### config.mk
export PLATFORM = sky130hd
export DESIGN_NAME = uart_tx
export DESIGN_NICKNAME = d
export VERILOG_FILES = /design/src/rtl/uart_pkg.sv /design/src/rtl/uart_baud_gen.sv /design/src/rtl/uart_tx.sv
export SDC_FILE = /design/constraint.sdc
export NUM_CORES = 1
export LEC_CHECK = 0
export BUFFER_PORTS_ARGS = -buffer_cell sky130_fd_sc_hd__buf_2
export CORE_AREA = 4 4 67 69
export DETAILED_ROUTE_END_ITERATION = 7
export DIE_AREA = 0 0 71 73
export MAX_ROUTING_LAYER = met4
export PLACE_DENSITY = 0.81
export SYNTH_ARGS = -nofsm -noshare
export SYNTH_HDL_FRONTEND = slang
export SYNTH_SLANG_ARGS = --single-unit
### constraint.sdc
create_clock -name clk -period 3.2 [get_ports clk]
set_input_delay 0.48 -clock clk [delete_from_list [all_inputs] [get_ports clk]]
set_output_delay 0.48 -clock clk [all_outputs]
set_load 0.01 [all_outputs]
### src/rtl/uart_pkg.sv
// Shared types and CSR bit positions for the UART transmit/receive blocks.
`default_nettype none

package uart_pkg;

  typedef enum logic [2:0] {
    IDLE   = 3'd0,
    START  = 3'd1,
    DATA   = 3'd2,
    PARITY = 3'd3,
    STOP   = 3'd4
  } uart_tx_state_t;

  localparam int CSR_GO      = 0;
  localparam int CSR_PAR_EN  = 1;
  localparam int CSR_PAR_ODD = 2;
  localparam int CSR_STOP2   = 3;

endpackage

`default_nettype wire

### src/rtl/uart_baud_gen.sv
// Bit-period timer: counts 0..CLKS_PER_BIT-1 while run is high, ticks on terminal count.
`default_nettype none

module uart_baud_gen #(
  parameter int CLKS_PER_BIT = 434,
  parameter int CNT_W        = 16
) (
  input  logic clk,
  input  logic rst_n,
  input  logic run,
  output logic tick
);

  logic [CNT_W-1:0] cnt;

  assign tick = run && (cnt == CNT_W'(CLKS_PER_BIT - 1));

  always_ff @(posedge clk) begin
    if (!rst_n || !run) begin
      cnt <= '0;
    end else if (tick) begin
      cnt <= '0;
    end else begin
      cnt <= cnt + 1'b1;
    end
  end

endmodule

`default_nettype wire

### src/rtl/uart_tx.sv
// UART transmitter: launches one 8-bit frame (optional parity, 1 or 2 stop bits) per GO rising edge.
`default_nettype none

module uart_tx
  import uart_pkg::*;
#(
  parameter int CLKS_PER_BIT = 434,
  parameter int CNT_W        = 16
) (
  input  logic        clk,
  input  logic        rst_n,
  input  logic [31:0] uart_io_reg,
  input  logic [31:0] uart_csr_reg,
  output logic        tx,
  output logic        busy,
  output logic        done,
  output logic        overrun
);

  uart_tx_state_t state, state_d;

  logic       go_q;
  logic       start;
  logic       tick;
  logic       load;
  logic [7:0] byte_q;
  logic       par_en_q, par_odd_q, stop2_q;
  logic [2:0] idx, idx_d, idx_nx;
  logic       stop_cnt, stop_cnt_d;
  logic       tx_d, busy_d, done_d, overrun_d;
  logic       unused_bits;

  assign unused_bits = ^{uart_io_reg[31:8], uart_csr_reg[31:4]};
  assign start       = uart_csr_reg[CSR_GO] & ~go_q;
  assign idx_nx      = idx + 3'd1;

  uart_baud_gen #(
    .CLKS_PER_BIT (CLKS_PER_BIT),
    .CNT_W        (CNT_W)
  ) u_baud (
    .clk   (clk),
    .rst_n (rst_n),
    .run   (state != IDLE),
    .tick  (tick)
  );

  // go_q resets high so a GO already asserted through reset is not seen as an edge.
  always_ff @(posedge clk) begin
    if (!rst_n) begin
      go_q      <= 1'b1;
      byte_q    <= '0;
      par_en_q  <= 1'b0;
      par_odd_q <= 1'b0;
      stop2_q   <= 1'b0;
    end else begin
      go_q <= uart_csr_reg[CSR_GO];
      if (load) begin
        byte_q    <= uart_io_reg[7:0];
        par_en_q  <= uart_csr_reg[CSR_PAR_EN];
        par_odd_q <= uart_csr_reg[CSR_PAR_ODD];
        stop2_q   <= uart_csr_reg[CSR_STOP2];
      end
    end
  end

  always_ff @(posedge clk) begin
    if (!rst_n) begin
      state    <= IDLE;
      idx      <= '0;
      stop_cnt <= 1'b0;
      tx       <= 1'b1;
      busy     <= 1'b0;
      done     <= 1'b0;
      overrun  <= 1'b0;
    end else begin
      state    <= state_d;
      idx      <= idx_d;
      stop_cnt <= stop_cnt_d;
      tx       <= tx_d;
      busy     <= busy_d;
      done     <= done_d;
      overrun  <= overrun_d;
    end
  end

  // Next-state logic also chooses the next tx level so the pin comes straight from a flop.
  always_comb begin
    state_d    = state;
    idx_d      = idx;
    stop_cnt_d = stop_cnt;
    tx_d       = tx;
    busy_d     = busy;
    done_d     = 1'b0;
    overrun_d  = overrun;
    load       = 1'b0;

    case (state)
      IDLE: begin
        if (start) begin
          state_d    = START;
          load       = 1'b1;
          idx_d      = '0;
          stop_cnt_d = 1'b0;
          tx_d       = 1'b0;
          busy_d     = 1'b1;
          overrun_d  = 1'b0;
        end
      end
      START: begin
        if (tick) begin
          state_d = DATA;
          idx_d   = '0;
          tx_d    = byte_q[0];
        end
      end
      DATA: begin
        if (tick) begin
          if (idx == 3'd7) begin
            stop_cnt_d = 1'b0;
            if (par_en_q) begin
              state_d = PARITY;
              tx_d    = ^byte_q ^ par_odd_q;
            end else begin
              state_d = STOP;
              tx_d    = 1'b1;
            end
          end else begin
            idx_d = idx_nx;
            tx_d  = byte_q[idx_nx];
          end
        end
      end
      PARITY: begin
        if (tick) begin
          state_d    = STOP;
          stop_cnt_d = 1'b0;
          tx_d       = 1'b1;
        end
      end
      STOP: begin
        if (tick) begin
          if (stop2_q && !stop_cnt) begin
            stop_cnt_d = 1'b1;
          end else begin
            state_d = IDLE;
            busy_d  = 1'b0;
            done_d  = 1'b1;
            tx_d    = 1'b1;
          end
        end
      end
      default: begin
        state_d = IDLE;
        busy_d  = 1'b0;
        tx_d    = 1'b1;
      end
    endcase

    if (start && state != IDLE) begin
      overrun_d = 1'b1;
    end
  end

endmodule

`default_nettype wire

After elaboration in Yosys (flattened, before gate mapping):

Cells that the tools add are included.
Widths: inputs -> output; s select.

* output and inout port bits: 4
* RAM bits: 0
* memories: 0
* bits in latches: 0
* bits in registers: 39
* input port bits: 66
* ROM bits: 0

* reductions and logical operators: 23
* multiply operators: 0
* shift operators: 0
* add/sub/neg operators: 2
* divide/modulo/power cells: 0
* bitwise logic cells: 4
* magnitude comparators: 1
* equality and inequality tests: 15
* muxes and demuxes: 40

Operator list (number)
* $mux 3: 12
* $mux 1: 22
* $ne 2x2->1 const B: 9
* $add 16x1->16 const B: 1
* $eq 16x9->1 const B: 1
* $pmux 3 s5: 1
* $reduce_and 7->1: 2
* $pmux 3 s3: 1
* $reduce_xor 8->1: 1
* $eq 3x2->1 const B: 2
* $eq 3x3->1 const B: 2
* $reduce_and 6->1: 1
* $reduce_bool 3->1: 2
* $pmux 1 s5: 1
* $reduce_and 5->1: 1
* $lt 3x4->1 const B: 1
* $pmux 1 s4: 1
* $reduce_and 4->1: 1
* $reduce_bool 2->1: 2
* $reduce_bool 4->1: 1
* $add 3x1->3 const B: 1
* $bmux 1 s3: 1
* $eq 3x1->1 const B: 1
* $logic_and 1x1->1: 3
* 11 further kinds: 14

Longest topological paths before layout:

* depth after elaboration: 6
* gate-level depth with buffers: 7
* gate-level depth less buffers: 7

Cells and area by module:

From an unflattened synthesis, not the netlist that was laid out.

* cell total of the unflattened synthesis: 214
* area total of the unflattened synthesis: 2034.5 µm²

Modules (own cells, without submodules)
* uart_tx: times used 1, sequential area each 460.4 µm², cells an instance 132, area an instance 1262.5 µm²
* uart_baud_gen: times used 1, sequential area each 320.3 µm², cells an instance 82, area an instance 772.0 µm²

Worst setup path before layout:

Ideal clock, no wire load.

* path kind: reg2reg
* from: register u_baud.cnt[0]
* to: register idx[0]
* data required time: 3130 ps
* setup time: 70 ps
* cell stages (with the launch flop): 7
* clock period less this slack: 1853 ps
* arrival time: 1783 ps
* slack: 1347 ps
* path through: dfxtp_1 -> ha_1 -> nor3b_1 -> nand4_2 -> o21a_1 -> or4b_1 -> a21boi_1

* longest elaborated chain between the ends: 4
* elaborated cells between the ends (all ways): 5
* those cells by class: 3 x eq/ne; 2 x reduce/logical

RTL lines
* start, declared: line uart_baud_gen.sv:14 `logic [CNT_W-1:0] cnt;`
* start signal, assigned: line uart_baud_gen.sv:24 `cnt <= cnt + 1'b1;`
* $eq 16x9->1 (*): line uart_baud_gen.sv:16 `assign tick = run && (cnt == CNT_W'(CLKS_PER_BIT - 1));`
* $logic_and 1x1->1 (*): line uart_baud_gen.sv:16
* $ne 2x2->1 (no source line)
* $reduce_and 5->1 (no source line) (*)
* end signal, assigned: line uart_tx.sv:77 `idx <= idx_d;`
* end, declared: line uart_tx.sv:28 `logic [2:0] idx, idx_d, idx_nx;`

Mark *: on every way between the ends. The rest lies on a longest branch, timed or not.
A chain may end at the register's enable or synchronous reset.

Final worst setup path:

* from: register state[1]
* to: register state[1]

* longest elaborated chain between the ends: 4
* elaborated cells between the ends (all ways): 16
* those cells by class: 11 x eq/ne; 1 x mux; 4 x reduce/logical

RTL lines
* start, declared: line uart_tx.sv:20 `uart_tx_state_t state, state_d;`
* start signal, assigned: line uart_tx.sv:76 `state <= state_d;`
* $reduce_bool 3->1: line uart_tx.sv:43 `.run (state != IDLE),`
* $logic_and 1x1->1: line uart_baud_gen.sv:16
* $ne 2x2->1 (no source line)
* $reduce_and 7->1 (no source line)

Several ways; a longest one is shown, not always the timed one.

==> results.py <==
metrics = {
    "sta": {
        "maxSlewHeadroom": 0.524,
        "clock.fmax_mhz": 437,
        "tns_ns": 0,
        "finalHoldViolations": 0,
        "rsz0062_at_grt": "false",
        "min_period_ns": 2.29,
        "slew_viol_final": 0,
        "worst_pin_slew_ns": 0.713,
        "skew_ns": 0.00591,
        "period_share": 0.715,
        "setup_viol": 0,
    },
    "cts": {
        "cts_resized": 0,
        "post-cts-setup-buffers": 0,
        "cts_tree": "done",
        "htreeDepth": 2,
        "clkTransAtPathRegs_ns": 0.07,
        "clock_sinks": 39,
        "cts_made_buffers": 5,
        "clock_path_buffers": 2,
        "hold_buffers": 0,
        "cts-root-buf": "clkbuf_8",
        "insertion_delay_ns": 0.28,
    },
    "route": {
        "drc": 0,
        "drt_pre_antenna_iters": 4,
        "dr.first_iter.drc_count": 140,
        "vias_per_cell": 5.41,
        "dr_total_vias": 1546,
        "antenna_left": 0,
        "wirelength_um": 3670,
        "routedWlPerCell_um": 12.8,
    },
    "finish": {
        "area_growth_pct": 8.99,
        "stdcell_count": 286,
        "fill_cells": 394,
        "final_nets": 307,
        "multiInputGateArea_sq_um": 1120,
        "layout-drive-gt1-share": 0.119,
        "regArea_sq_um": 781,
        "diodes": 0,
    },
    "die": {
        "die_area_sq_um": 5180,
        "rows": 23,
        "core-area_sq_um": 3910,
        "initial_core_util": 0.505,
        "die_h_um": 73,
        "die_w_um": 71,
        "pin_count": 70,
    },
    "logic_synthesis": {
        "yosys.area.top_type_share": 0.395,
        "synth_ff_type": "dfxtp_1",
        "syn_nets": 293,
        "synth.most_common_cell": "dfxtp_1",
        "syn_area_sq_um": 1980,
        "synthCells": 223,
        "async_reset_ff_frac": 0,
        "ys_seq_area_frac": 0.395,
        "synth_edf_count": 0,
        "yosys.cell_types.count": 43,
        "avgSynthCellArea_sq_um": 8.87,
        "synth_seq_cells": 39,
        "netlist_top_cells_area": "dfxtp_1 (39%), a21boi_0 (5.7%), o21ai_0 (5.1%), xnor2_1 (4.9%), nor2_1 (4.6%)",
        "synth_top_cell_by_area": "dfxtp_1",
        "ys_top_cells_by_count": "dfxtp_1 (39), nor2_1 (24), nand2_1 (23)",
        "ys.warnings.count": 0,
    },
    "worst_hold_path": {
        "hold_path.class": "primary input to register",
        "min_path_cells": 2,
        "min_to": "go_q$_SDFF_PN1_",
        "hold_start": "uart_csr_reg[0]",
    },
    "global_routing": {
        "grt_remaining_overflow": 0,
        "grt_antenna_before_repair": 0,
        "grt_max_degree": 27,
        "grt_pass1_wl_um": 6720,
        "grt_usage": 0.163,
        "grt_pass1_vias": 1533,
    },
    "placed_design": {
        "placed_cells": 280,
        "port_buffers": 17,
        "finalWeightedCongestion": 0.794,
        "dpl.hpwl_um": 2630,
    },
    "power_and_ir_drop": {
        "peakVddDrop_v": 0.000309,
        "power.leakage_uw": 0.000756,
        "power.density_nw_per_um2": 402,
    },
    "worst_setup_path": {
        "slowest_delay_ns": 0.82,
        "cp_cell_sequence": "or4b_1 > nor2_1 > buf_4 > a221o_1 > a21oi_1 > o21a_1",
        "cp_max_fo": 15,
        "r2r_end": "state[1]$_SDFFE_PN0P_",
        "critical_path_class": "register to register",
        "crit_path_start_kind": "register",
        "critPathArrivalTime_ns": 2.46,
        "cp_slowest_cell": "or4b_1",
        "r2r_slack_ns": 0.91,
        "critPathCaptureType": "register",
        "cp_data_required_time_ns": 3.38,
        "r2r-start": "state[1]$_SDFFE_PN0P_",
        "rr_worst_depth": 6,
    },
    "job": {
        "maxCapViolCount": 0,
    },
    "run_status": {
        "outcome": "complete, no violations",
    },
}
-- worst max-delay path: cells and delay by family, from the launching register on --
kind | cells | cell delay [ns]
flops | 1 | 0.43
compound gates | 3 | 0.53
simple gates | 2 | 1.01
buf+inv | 1 | 0.22
-- area by class of cell --
cell class	count	area share
flip-flops and latches	39	0.362
inverters	7	0.0122
multi-input cells	166	0.520
well taps	50	0.0290
clock buffers	6	0.0337
repair buffers	18	0.0430
-- logic make-up after synthesis --
| family | synth area share |
|---|---|
| compound gates | 0.168 |
| xor+xnor | 0.100 |
| fa+ha+maj | 0.0253 |
| buf+inv | 0.0386 |
| flops | 0.395 |
| mux | 0.0380 |
| simple gates | 0.235 |
-- power by group --
part / internal [uW] / total [uW] / switching [uW]
sequential: 494 / 504 / 9.05
combinational: 33.0 / 65.0 / 32.0
clock: 145 / 297 / 151
-- stage by stage --
step | hold slack, ns | setup WS [ns] | power [uW] | util | area, sq um
finish | 0.409 | 0.912 | 865 | 0.551 | 2150
global route | 0.405 | 0.714 | 906 | 0.551 | 2150
CTS | 0.405 | 0.899 | 879 | 0.551 | 2150
detailed placement | 0.486 | 0.873 | 580 | 0.532 | 2080
global placement | 0.466 | 0.908 | 579 | 0.532 | 2080
floorplan | 0.451 | 1.35 | 559 | - | 1980
-- cells in the final DEF (no fill, tap or decap), drive strengths merged, types with 2 or more instances in the layout --
cell and n:
dfxtp 39, nor2 24, nand2 23, o21ai 20
buf 18, a21boi 16, xnor2 11, nand3 10
xor2 9, inv 7, clkbuf 6, ha 4
nand4 4, nor3 3, nor3b 3, nor2b 3
mux2i 3, nor4 3, and4 2, nand2b 2
or4b 2, a21o 2, mux4 2, o2111a 2
a21oi 2, o21a 2, or3 2
-- routing by layer --
| metal | global-route usage | vias up | part of all wire |
|---|---|---|---|
| met4 | 0.0376 | 0 | 0.0027 |
| met3 | 0.0344 | 2 | 0.035 |
| met1 | 0.202 | 721 | 0.47 |
| li1 | - | 804 | - |
| met2 | 0.273 | 19 | 0.49 |
| met5 | - | - | 0 |
-- state kept, by name, summed over array words and instances, names as in the netlist, 3 cells and up --
| name | cells |
|---|---|
| idx | 3 |
| u_baud.cnt | 16 |
| byte_q | 8 |
| state | 3 |
-- worst max-delay path by stage --
stage,from,endpoint,cells past startpoint
2_1_floorplan,u_baud.cnt[0]$_SDFF_PP0_,idx[0]$_SDFFE_PN0P_,6
3_3_place_gp,uart_csr_reg[0],state[0]$_SDFFE_PN0P_,7
3_5_place_dp,uart_csr_reg[0],state[0]$_SDFFE_PN0P_,7
4_1_cts,state[1]$_SDFFE_PN0P_,state[0]$_SDFFE_PN0P_,6
5_1_grt,state[1]$_SDFFE_PN0P_,state[1]$_SDFFE_PN0P_,6
6_report,state[1]$_SDFFE_PN0P_,state[1]$_SDFFE_PN0P_,6
(Power assumes the default switching activity.)
